### src/rtl/mmss_countdown.sv
// MM:SS BCD countdown timer: preset load, per-tick decrement with seconds->minutes borrow,
// and a timed alarm at 00:00 that returns to idle on its own or when acknowledged by stop.
module mmss_countdown #(
  parameter int MAX_MIN     = 59,
  parameter int ALARM_TICKS = 10
) (
  input  logic       clk,
  input  logic       clrn,
  input  logic       tick,
  input  logic       ld,
  input  logic [7:0] ld_min,
  input  logic [7:0] ld_sec,
  input  logic       start,
  input  logic       stop,
  output logic [7:0] min_bcd,
  output logic [7:0] sec_bcd,
  output logic       borrow,
  output logic       running,
  output logic       done,
  output logic       alarm
);

  typedef enum logic [1:0] {S_IDLE, S_RUN, S_PAUSE, S_DONE} state_t;

  localparam logic [7:0] MAX_MIN_BCD = {4'(MAX_MIN / 10), 4'(MAX_MIN % 10)};
  localparam logic [7:0] ALARM_INIT  = 8'(ALARM_TICKS);

  state_t     state_q, state_d;
  logic [7:0] min_q, min_d;
  logic [7:0] sec_q, sec_d;
  logic [7:0] cnt_q, cnt_d;
  logic       borrow_q, borrow_d;
  logic       alarm_q, alarm_d;
  logic       running_q, running_d;
  logic       done_q, done_d;

  function automatic logic [7:0] sanitize_sec(input logic [7:0] v);
    if (v[7:4] > 4'd5 || v[3:0] > 4'd9) return 8'h59;
    return v;
  endfunction

  function automatic logic [7:0] sanitize_min(input logic [7:0] v);
    logic [6:0] dec;
    dec = 7'(v[7:4]) * 7'd10 + 7'(v[3:0]);
    if (v[7:4] > 4'd9 || v[3:0] > 4'd9 || dec > 7'(MAX_MIN)) return MAX_MIN_BCD;
    return v;
  endfunction

  // Two-digit BCD minus one; caller guarantees a non-zero operand.
  function automatic logic [7:0] bcd_dec(input logic [7:0] v);
    if (v[3:0] != 4'd0) return {v[7:4], v[3:0] - 4'd1};
    return {v[7:4] - 4'd1, 4'd9};
  endfunction

  always_ff @(posedge clk or negedge clrn) begin
    if (!clrn) begin
      state_q   <= S_IDLE;
      min_q     <= 8'h00;
      sec_q     <= 8'h00;
      cnt_q     <= 8'd0;
      borrow_q  <= 1'b0;
      alarm_q   <= 1'b0;
      running_q <= 1'b0;
      done_q    <= 1'b0;
    end else begin
      state_q   <= state_d;
      min_q     <= min_d;
      sec_q     <= sec_d;
      cnt_q     <= cnt_d;
      borrow_q  <= borrow_d;
      alarm_q   <= alarm_d;
      running_q <= running_d;
      done_q    <= done_d;
    end
  end

  always_comb begin
    state_d  = state_q;
    min_d    = min_q;
    sec_d    = sec_q;
    cnt_d    = cnt_q;
    borrow_d = 1'b0;
    alarm_d  = alarm_q;
    if (ld) begin
      state_d = S_IDLE;
      min_d   = sanitize_min(ld_min);
      sec_d   = sanitize_sec(ld_sec);
      alarm_d = 1'b0;
      cnt_d   = 8'd0;
    end else if (stop && state_q != S_IDLE) begin
      // A stop that changes state consumes the cycle, so a coincident tick is dropped.
      case (state_q)
        S_RUN:   state_d = S_PAUSE;
        S_PAUSE: state_d = S_IDLE;
        default: begin
          state_d = S_IDLE;
          alarm_d = 1'b0;
          cnt_d   = 8'd0;
        end
      endcase
    end else if (start && (state_q == S_PAUSE ||
                           (state_q == S_IDLE && (min_q != 8'h00 || sec_q != 8'h00)))) begin
      state_d = S_RUN;
    end else if (tick) begin
      if (state_q == S_RUN) begin
        if (sec_q != 8'h00) begin
          sec_d = bcd_dec(sec_q);
          if (min_q == 8'h00 && sec_q == 8'h01) begin
            state_d = S_DONE;
            alarm_d = 1'b1;
            cnt_d   = ALARM_INIT;
          end
        end else if (min_q != 8'h00) begin
          sec_d    = 8'h59;
          min_d    = bcd_dec(min_q);
          borrow_d = 1'b1;
        end else begin
          state_d = S_DONE;
          alarm_d = 1'b1;
          cnt_d   = ALARM_INIT;
        end
      end else if (state_q == S_DONE) begin
        if (cnt_q <= 8'd1) begin
          state_d = S_IDLE;
          alarm_d = 1'b0;
          cnt_d   = 8'd0;
        end else begin
          cnt_d = cnt_q - 8'd1;
        end
      end
    end
  end

  always_comb begin
    running_d = (state_d == S_RUN);
    done_d    = (state_d == S_DONE);
    min_bcd   = min_q;
    sec_bcd   = sec_q;
    borrow    = borrow_q;
    running   = running_q;
    done      = done_q;
    alarm     = alarm_q;
  end

endmodule

### config.mk
export PLATFORM = sky130hd
export DESIGN_NAME = mmss_countdown
export DESIGN_NICKNAME = d
export VERILOG_FILES = /design/src/rtl/mmss_countdown.sv
export SDC_FILE = /design/constraint.sdc
export NUM_CORES = 1
export LEC_CHECK = 0
export BUFFER_PORTS_ARGS = -buffer_cell sky130_fd_sc_hd__clkbuf_2
export CAP_MARGIN = 5
export CORE_UTILIZATION = 40
export CTS_CLUSTER_DIAMETER = 40
export DETAILED_ROUTE_END_ITERATION = 8
export GPL_TIMING_DRIVEN = 0
export HOLD_SLACK_MARGIN = 0.15
export MAX_ROUTING_LAYER = met4
export PLACE_DENSITY = 0.57
export SYNTH_ARGS = -nofsm -noshare
export SYNTH_HDL_FRONTEND = slang
export SYNTH_SLANG_ARGS = --single-unit
### constraint.sdc
create_clock -name clk -period 2.5 [get_ports clk]
set_input_delay 0.5 -clock clk [delete_from_list [all_inputs] [get_ports clk]]
set_output_delay 0.5 -clock clk [all_outputs]
set_load 0.005 [all_outputs]
==> results.sh, run 1 <==
export IMPL_grt_max_degree=31
export IMPL_tritoncts="done"
export IMPL_clk_pin_slew_ns=0.07
export IMPL_met2_length_um=2800
export IMPL_syn_to_final_growth_pct=20.5
export IMPL_wl_met1_um=2910
export IMPL_postCtsHoldBufs=0
export IMPL_setup_viol_count_final=0
export IMPL_hold_slack_ns=0.292
export IMPL_ir_worst_vdd_uv=380
export IMPL_drive_gt1_share_pct=28.4
export IMPL_worst_slack_ns=0.0813
export IMPL_clock_sinks=30
export IMPL_cp_arrival_ns=2.56
export IMPL_status="finished, final reports clean"
export IMPL_period_minus_slack_ns=2.42
export IMPL_relSlewSlack_pct=48.2
export IMPL_p_leak_nw=1.26
export IMPL_synth_edff_count=0
export IMPL_netlist_top_cells_area="dfrtp_1 31%, ha_1 8.3%, o21ai_0 3.7%, nand2_1 3.7%, inv_1 3.3%"
export IMPL_grt_first_pass_wirelength_um=9820
export IMPL_fin_nets=352
export IMPL_place_ws_ns=-0.421
export IMPL_antenna_found_initial=0
export IMPL_yosysWarnings=0
export IMPL_synthTopCellsByCount="30 x dfrtp_1, 24 x nand2_1, 21 x inv_1, 18 x o21ai_0"
export IMPL_hpwlAfterDp_um=4520
export IMPL_synth_async_reset_ratio_pct=100
export IMPL_hold_viol=0
export IMPL_grt_usage_pct=20.5
export IMPL_synth_area_sq_mm=0.00240
export IMPL_nFillCells=526
export IMPL_grt_pass1_vias=2071
export IMPL_max_freq_ghz=0.413
export IMPL_first_iter_violations=76
export IMPL_synth_seq_cells=30
export IMPL_coreArea_sq_mm=0.00564
export IMPL_worst_pin_slew_ns=0.776
export IMPL_synth_nets=304
export IMPL_wl_per_cell_um=15.6
export IMPL_dieArea_sq_mm=0.00633
export IMPL_ys_types=66
export IMPL_ys_flop_type="dfrtp_1"
export IMPL_worstPathRequired_ns=2.64
export IMPL_synthCells=264
export IMPL_antenna_cells=0
export IMPL_via_per_inst=5.68
export IMPL_maxCapViolations=0
export IMPL_yosysTopAreaCellShare_pct=31.2
export IMPL_cts_buffers=5
export IMPL_slew_violations=0
export IMPL_seq_area_frac_synth_pct=31.2
export IMPL_num_rows=27
export IMPL_wl_met3_um=252
export IMPL_highest_layer="met4"
export IMPL_dr_total_vias=2188
export IMPL_avgSynthCellArea_sq_um=9.11
export IMPL_synth_top_cell_by_area="dfrtp_1"
export IMPL_setup_tns_ns=0
export IMPL_portBuffers=41
export IMPL_die_h_um=79.5
export IMPL_die_w_um=79.5
export IMPL_io_pins=42
export IMPL_wl_um=6010
export IMPL_clkLatencyLatePin_ns=0.28
export IMPL_cts_buffer_depth=2
export IMPL_period_share_pct=96.7
export IMPL_grt_setup_unrepaired="false"
export IMPL_startpoint_type="primary input"
export IMPL_gp_congestion=0.855
export IMPL_h_tree_depth=2
export IMPL_crit_type="primary input to register"
export IMPL_end_kind="register"
export IMPL_grt_overflow_total=0
export IMPL_drc=0
export IMPL_yosysMostFrequentCell="dfrtp_1"
export IMPL_power_density_mw_per_mm2=682
export IMPL_ant_nets=0
export IMPL_hp_class="primary input to async pin"
export IMPL_drt_first_pass_iters=4
export IMPL_crit_fanout=6
export IMPL_clockRootBuffer="clkbuf_8"
export IMPL_start_util_pct=42.6
export IMPL_fin_skew_ns=0.00802
[final cells by class]
| cell class | instances | area, sq um | share of cell area (%) |
|---|---|---|---|
| plain buffers | 4 | 17.5 | 0.604 |
| clock buffers | 7 | 86.3 | 2.98 |
| clock inverters | 1 | 5.00 | 0.173 |
| inverters | 21 | 78.8 | 2.72 |
| multi-input cells | 208 | 1650 | 57.1 |
| flip-flops and latches | 30 | 751 | 25.9 |
| well taps | 72 | 90.1 | 3.11 |
| repair buffers | 42 | 215 | 7.43 |
[final timing paths]
path / endpoint / from / cells past startpoint / slack, ns
worst max-delay path: min_bcd[2]$_DFFE_PN0P_ / ld_min[7] / 10 / 0.08
worst min-delay path: cnt_q[2]$_DFFE_PN0P_ / clrn / 1 / 0.29
worst max register to register: sec_bcd[3]$_DFFE_PN0P_ / sec_bcd[1]$_DFFE_PN0P_ / 7 / 0.16
worst min register to register: cnt_q[7]$_DFFE_PN0P_ / cnt_q[7]$_DFFE_PN0P_ / 1 / 0.50
max in group asynchronous: running$_DFF_PN0_ / clrn / 1 / 1.72
min in group clk: min_bcd[0]$_DFFE_PN0P_ / ld_min[0] / 2 / 0.44
[cells in the final DEF, fill, tap and decap left out, drive strengths merged, types with 6 or more instances in the layout]
master	count
clkbuf	50
dfrtp	30
nand2	24
inv	21
o21ai	18
nor2	16
ha	16
nor3	14
a21oi	11
a31oi	10
o21a	6
a211oi	6
nor3b	6
[metrics by stage]
step / std cells / power [mW] / utilization, % / instance area, sq um
2_1_floorplan: 264 / 1.30 / - / 2430
3_3_place_gp: 377 / 1.53 / 48.4 / 2730
3_5_place_dp: 377 / 1.54 / 48.4 / 2730
4_1_cts: 386 / 1.98 / 50.9 / 2870
5_1_grt: 385 / 2.13 / 51.4 / 2900
6_report: 385 / 1.98 / 51.4 / 2900
[cells by family (layout without fill, tap and decap cells)]
family | after synthesis | after routing | synth area share (%)
muxes | 4 | 4 | 1.77
AOI/OAI and AO/OA | 85 | 85 | 26.5
adders and majority gates | 18 | 18 | 9.99
and+or+nand+nor | 96 | 96 | 24.5
buffers and inverters | 26 | 75 | 4.16
DFF | 30 | 30 | 31.2
xor gates and xnor gates | 5 | 5 | 1.82
[state kept, by name, indices dropped and copies added (netlist names)]
| name | cells |
|---|---|
| borrow | 1 |
| alarm | 1 |
| sec_bcd | 8 |
| running | 1 |
| state_q | 2 |
| cnt_q | 8 |
| done | 1 |
| min_bcd | 8 |
[power by group]
group	internal [mW]	switching [mW]	total [mW]
Sequential	0.596	0.159	0.755
Combinational	0.371	0.449	0.820
Clock	0.222	0.181	0.403
Total	1.19	0.789	1.98
[critical path: stages]
cell and delay [ns]:
clkbuf_4 0.16, ha_4 0.28, ha_4 0.11, inv_2 0.03, fa_2 0.53, and3b_2 0.25
nor3_4 0.19, a211oi_2 0.14, o21ai_2 0.24, o221ai_2 0.12
[routing by layer]
layer | up-vias | GRT usage [%]
met3 | 5 | 3.31
li1 | 1088 | -
met1 | 1040 | 26.6
met4 | 0 | 5.82
met2 | 55 | 32.9
met5 | - | -
[what timing repair did]
action,CTS,global route
buffers inserted,1,0
resized for setup,9,5
pin swaps,6,5
cloned,0,0
endpoints found under the setup margin,8,8
(Power assumes the default switching activity.)
==> run 2, diff against run 1 <==
Settings changed: BUFFER_PORTS_ARGS -buffer_cell sky130_fd_sc_hd__clkbuf_2 to not set, DONT_BUFFER_PORTS set to 1, PLACE_DENSITY 0.57 to 0.51.
==> results.sh, run 2 (synthesis results as in run 1) <==
export IMPL_cp_arrival_ns=2.60
export IMPL_reg2reg_slack_ns=0.14
export IMPL_antenna_cells=0
export IMPL_critPathSlowestCell="fa_1"
export IMPL_wl_um=5930
export IMPL_crit_chain="ha_4 -> ha_4 -> inv_2 -> fa_1 -> and3b_1 -> o31ai_1 -> o221ai_1 -> o21ai_2 -> a2bb2oi_1"
export IMPL_portBuffers=0
export IMPL_period_share_pct=96.0
export IMPL_r2r_start="sec_bcd[0]$_DFFE_PN0P_"
export IMPL_period_minus_slack_ns=2.40
export IMPL_cts_buffers=5
export IMPL_start_util_pct=42.6
export IMPL_io_pins=42
export IMPL_fin_skew_ns=0.0115
export IMPL_drt_first_pass_iters=4
export IMPL_num_rows=27
export IMPL_startpoint_type="primary input"
export IMPL_end_kind="register"
export IMPL_final_common_cell="dfrtp_1"
export IMPL_slew_violations=0
export IMPL_min_path_cells=1
export IMPL_power_density_mw_per_mm2=710
export IMPL_coreArea_sq_mm=0.00564
export IMPL_dr_total_vias=2080
export IMPL_via_per_inst=5.99
export IMPL_hp_class="primary input to register"
export IMPL_grt_first_pass_wirelength_um=10300
export IMPL_grt_setup_unrepaired="false"
export IMPL_critPathTopFamily="adder cells"
export IMPL_final_cell_mix="30 x dfrtp_1, 24 x nand2_1, 20 x inv_1, 16 x nor2_1, 16 x o21ai_0"
export IMPL_finalPower_mw=1.89
export IMPL_h_tree_depth=2
export IMPL_clk_pin_slew_ns=0.07
export IMPL_die_h_um=79.5
export IMPL_hold_viol=0
export IMPL_drc=0
export IMPL_crit_fanout=6
export IMPL_cp_num_buf_inv=1
export IMPL_antenna_found_initial=0
export IMPL_cts_buffer_depth=2
export IMPL_wl_per_cell_um=17.1
export IMPL_r2r_end="cnt_q[1]$_DFFE_PN0P_"
export IMPL_ant_nets=0
export IMPL_critPathMaxStageDelay_ns=0.60
export IMPL_crit_top_cell="ha_4"
export IMPL_grt_overflow_total=0
export IMPL_worst_pin_slew_ns=0.614
export IMPL_gp_congestion=0.845
export IMPL_setup_tns_ns=0
export IMPL_clkLatencyLatePin_ns=0.29
export IMPL_dieArea_sq_mm=0.00633
export IMPL_post_route_util_pct=47.2
export IMPL_min_delay_start="ld_min[0]"
export IMPL_grt_max_degree=31
export IMPL_crit_type="primary input to register"
export IMPL_relSlewSlack_pct=58.8
export IMPL_max_freq_ghz=0.417
export IMPL_die_w_um=79.5
export IMPL_fin_nets=314
export IMPL_cp_num_cells=9
export IMPL_p_leak_nw=1.09
export IMPL_grt_usage_pct=21.7
export IMPL_grt_pass1_vias=2082
export IMPL_maxCapViolations=0
export IMPL_tritoncts="done"
export IMPL_hold_end="min_bcd[0]$_DFFE_PN0P_"
export IMPL_syn_to_final_growth_pct=10.8
export IMPL_status="finished, final reports clean"
export IMPL_setup_viol_count_final=0
export IMPL_timing_reg2reg_worst_path_depth=7
export IMPL_hpwlAfterDp_um=4560
export IMPL_clockRootBuffer="clkbuf_8"
export IMPL_clock_sinks=30
export IMPL_worstPathRequired_ns=2.70
export IMPL_drive_gt1_share_pct=15.3
export IMPL_first_iter_violations=143
export IMPL_ir_worst_vdd_uv=275
export IMPL_hold_slack_ns=0.343
[run 2: routing by layer]
metal / GRT usage [%] / wire (um) / vias to the layer above
li1: - / - / 1008
met1: 28.2 / 2780 / 1014
met2: 33.8 / 2770 / 53
met3: 5.14 / 314 / 5
met4: 5.64 / 59 / 0
met5: - / 0 / -
[run 2: final cells by class]
| type | count | area, sq um |
|---|---|---|
| Inverter | 21 | 78.8 |
| Clock inverter | 1 | 5.00 |
| Clock buffer | 7 | 86.3 |
| Tap cell | 72 | 90.1 |
| Buffer | 5 | 21.3 |
| Fill cell | 572 | 2980 |
| Multi-Input combinational cell | 208 | 1600 |
| Timing Repair Buffer | 3 | 37.5 |
| Sequential cell | 30 | 751 |
[run 2: timing repair]
action,4_1_cts,5_1_grt
hold buffers,2,0
resized for setup,0,3
buffers inserted,0,1
setup endpoints to repair,0,10
hold endpoints to repair,30,0
[run 2: report_power, final]
group | internal, mW | switching, mW | total (mW) | leakage, nW
registers | 0.595 | 0.166 | 0.762 | 0.373
clock network | 0.222 | 0.199 | 0.421 | 0.0482
logic | 0.317 | 0.394 | 0.710 | 0.671
[run 2: how the worst max path moves through the flow]
| stage | from | end | slack, ns |
|---|---|---|---|
| finish | ld_min[7] | min_bcd[4]$_DFFE_PN0P_ | 0.10 |
| global route | ld_min[7] | min_bcd[4]$_DFFE_PN0P_ | 0.0005 |
| CTS | ld_min[7] | min_bcd[4]$_DFFE_PN0P_ | 0.06 |
| detailed placement | ld_min[7] | min_bcd[5]$_DFFE_PN0P_ | -0.23 |
| global placement | ld_min[7] | min_bcd[5]$_DFFE_PN0P_ | -0.22 |
| floorplan | ld_min[7] | min_bcd[0]$_DFFE_PN0P_ | 0.02 |
[run 2: metrics by stage]
stage / cell area [sq um] / worst slack [ns] / instances
2_1_floorplan: 2430 / 0.0215 / 264
4_1_cts: 2650 / 0.0646 / 346
5_1_grt: 2670 / 0.000510 / 347
3_5_place_dp: 2520 / -0.230 / 336
6_report: 2670 / 0.101 / 347
3_3_place_gp: 2520 / -0.224 / 336
==> run 3, diff against run 2 <==
Settings changed: CORE_UTILIZATION 40 to 58, PLACE_DENSITY 0.51 to 0.73.
Clock period 2.5 ns to 2.1 ns, I/O delays scaled along.
==> results.sh, run 3 (synthesis results as in run 1) <==
export IMPL_clock_sinks=30
export IMPL_startpoint_type="primary input"
export IMPL_status="finished with violations"
export IMPL_worstPathRequired_ns=2.27
export IMPL_drc=0
export IMPL_grt_usage_pct=29.4
export IMPL_dr_total_vias=2205
export IMPL_highest_layer="met4"
export IMPL_die_h_um=66.4
export IMPL_io_pins=42
export IMPL_period_share_pct=103
export IMPL_met2_length_um=2880
export IMPL_postLayoutCellArea_sq_mm=0.00308
export IMPL_grt_setup_unrepaired="true"
export IMPL_drive_gt1_share_pct=32.9
export IMPL_fin_nets=337
export IMPL_wl_met3_um=344
export IMPL_h_tree_depth=2
export IMPL_start_util_pct=60.1
export IMPL_power_density_mw_per_mm2=857
export IMPL_end_kind="register"
export IMPL_crit_type="primary input to register"
export IMPL_wl_um=6100
export IMPL_fin_skew_ns=0.00885
export IMPL_grt_max_degree=31
export IMPL_wl_met1_um=2810
export IMPL_cp_arrival_ns=2.33
export IMPL_final_cell_mix="28 x dfrtp_1, 24 x nand2_1, 22 x buf_4, 16 x inv_1"
export IMPL_p_leak_nw=1.26
export IMPL_ant_nets=0
export IMPL_instances_no_fill=348
export IMPL_via_per_inst=6.34
export IMPL_dieArea_sq_mm=0.00441
export IMPL_portBuffers=0
export IMPL_die_w_um=66.4
export IMPL_gp_congestion=0.886
export IMPL_syn_to_final_growth_pct=27.9
export IMPL_violations="negative setup slack"
export IMPL_cts_buffers=5
export IMPL_grt_first_pass_wirelength_um=9580
export IMPL_max_freq_ghz=0.463
export IMPL_grt_pass1_vias=2055
export IMPL_coreArea_sq_mm=0.00400
export IMPL_worst_pin_slew_ns=0.567
export IMPL_final_common_cell="dfrtp_1"
export IMPL_crit_fanout=4
export IMPL_clkLatencyLatePin_ns=0.28
export IMPL_hp_class="primary input to register"
export IMPL_nFillCells=256
export IMPL_antenna_cells=0
export IMPL_placed_area_sq_mm=0.00251
export IMPL_drt_first_pass_iters=4
export IMPL_slew_violations=0
export IMPL_relSlewSlack_pct=62.2
export IMPL_dp_cells=314
export IMPL_antenna_found_initial=0
export IMPL_maxCapViolations=0
export IMPL_setup_viol_count_final=6
export IMPL_clockRootBuffer="clkbuf_8"
export IMPL_post_route_util_pct=76.9
export IMPL_ir_worst_vdd_uv=647
export IMPL_hold_viol=0
export IMPL_grt_overflow_total=0
export IMPL_worst_slack_ns=-0.0606
export IMPL_period_minus_slack_ns=2.16
export IMPL_clk_pin_slew_ns=0.06
export IMPL_wl_per_cell_um=17.5
export IMPL_first_iter_violations=181
export IMPL_hpwlAfterDp_um=4140
export IMPL_cts_buffer_depth=2
export IMPL_num_rows=23
export IMPL_tritoncts="done"
[run 3: per-layer routing]
metal,vias to the layer above,track usage [%]
met4,0,6.38
met5,-,-
li1,1061,-
met3,9,6.90
met2,60,46.7
met1,1075,38.0
[run 3: power breakdown]
group | internal [mW] | leakage (nW) | switching (mW) | total (mW)
logic | 0.572 | 0.832 | 0.563 | 1.13
clock network | 0.349 | 0.0579 | 0.230 | 0.579
registers | 0.710 | 0.371 | 0.213 | 0.923
total | 1.63 | 1.26 | 1.01 | 2.64
[run 3: worst max-delay path: stages]
cell and delay, ns:
ha_4 0.25, ha_4 0.11, inv_2 0.03, fa_2 0.53
and3b_2 0.25, nor3_4 0.22, o32a_1 0.18, a21oi_2 0.05
o32a_1 0.28
[run 3: layout make-up]
class / instances / area (sq um) / area share (%)
repair buffers: 26 / 218 / 7.08
multi-input cells: 208 / 1820 / 59.2
inverters: 21 / 78.8 / 2.56
clock inverters: 3 / 40.0 / 1.30
clock buffers: 5 / 68.8 / 2.24
flip-flops and latches: 30 / 753 / 24.5
well taps: 50 / 62.6 / 2.03
plain buffers: 5 / 35.0 / 1.14
[run 3: path summary, 6_finish.rpt]
check | startpoint | end | slack (ns) | depth (start not counted)
min in group asynchronous | clrn | sec_bcd[2]$_DFFE_PN0P_ | 0.58 | 2
max in group asynchronous | clrn | min_bcd[0]$_DFFE_PN0P_ | 1.34 | 2
setup reg to reg | sec_bcd[4]$_DFFE_PN0P_ | cnt_q[1]$_DFFE_PN0P_ | 0.02 | 8
hold reg to reg | cnt_q[7]$_DFFE_PN0P_ | cnt_q[7]$_DFFE_PN0P_ | 0.49 | 1
setup / recovery | ld_min[5] | min_bcd[7]$_DFFE_PN0P_ | -0.06 | 9
hold / removal | ld_min[0] | min_bcd[0]$_DFFE_PN0P_ | 0.27 | 1
[run 3: repair_timing]
action	in CTS	in global routing
hold buffers	2	0
pin swaps	14	24
endpoints found under the setup margin	28	26
resized for setup	25	30
endpoints found under the hold margin	30	0
setup buffers	6	18
[run 3: per-stage QoR]
| stage | hold WS (ns) | total power [mW] | TNS, ns | worst slack [ns] |
|---|---|---|---|---|
| finish | 0.273 | 2.64 | -0.269 | -0.0606 |
| global route | 0.273 | 2.82 | -1.13 | -0.149 |
| global placement | 0.125 | 1.71 | -4.59 | -0.449 |
| detailed placement | 0.125 | 1.73 | -4.82 | -0.474 |
| floorplan | 0.124 | 1.56 | -1.97 | -0.300 |
| CTS | 0.265 | 2.45 | -0.584 | -0.101 |
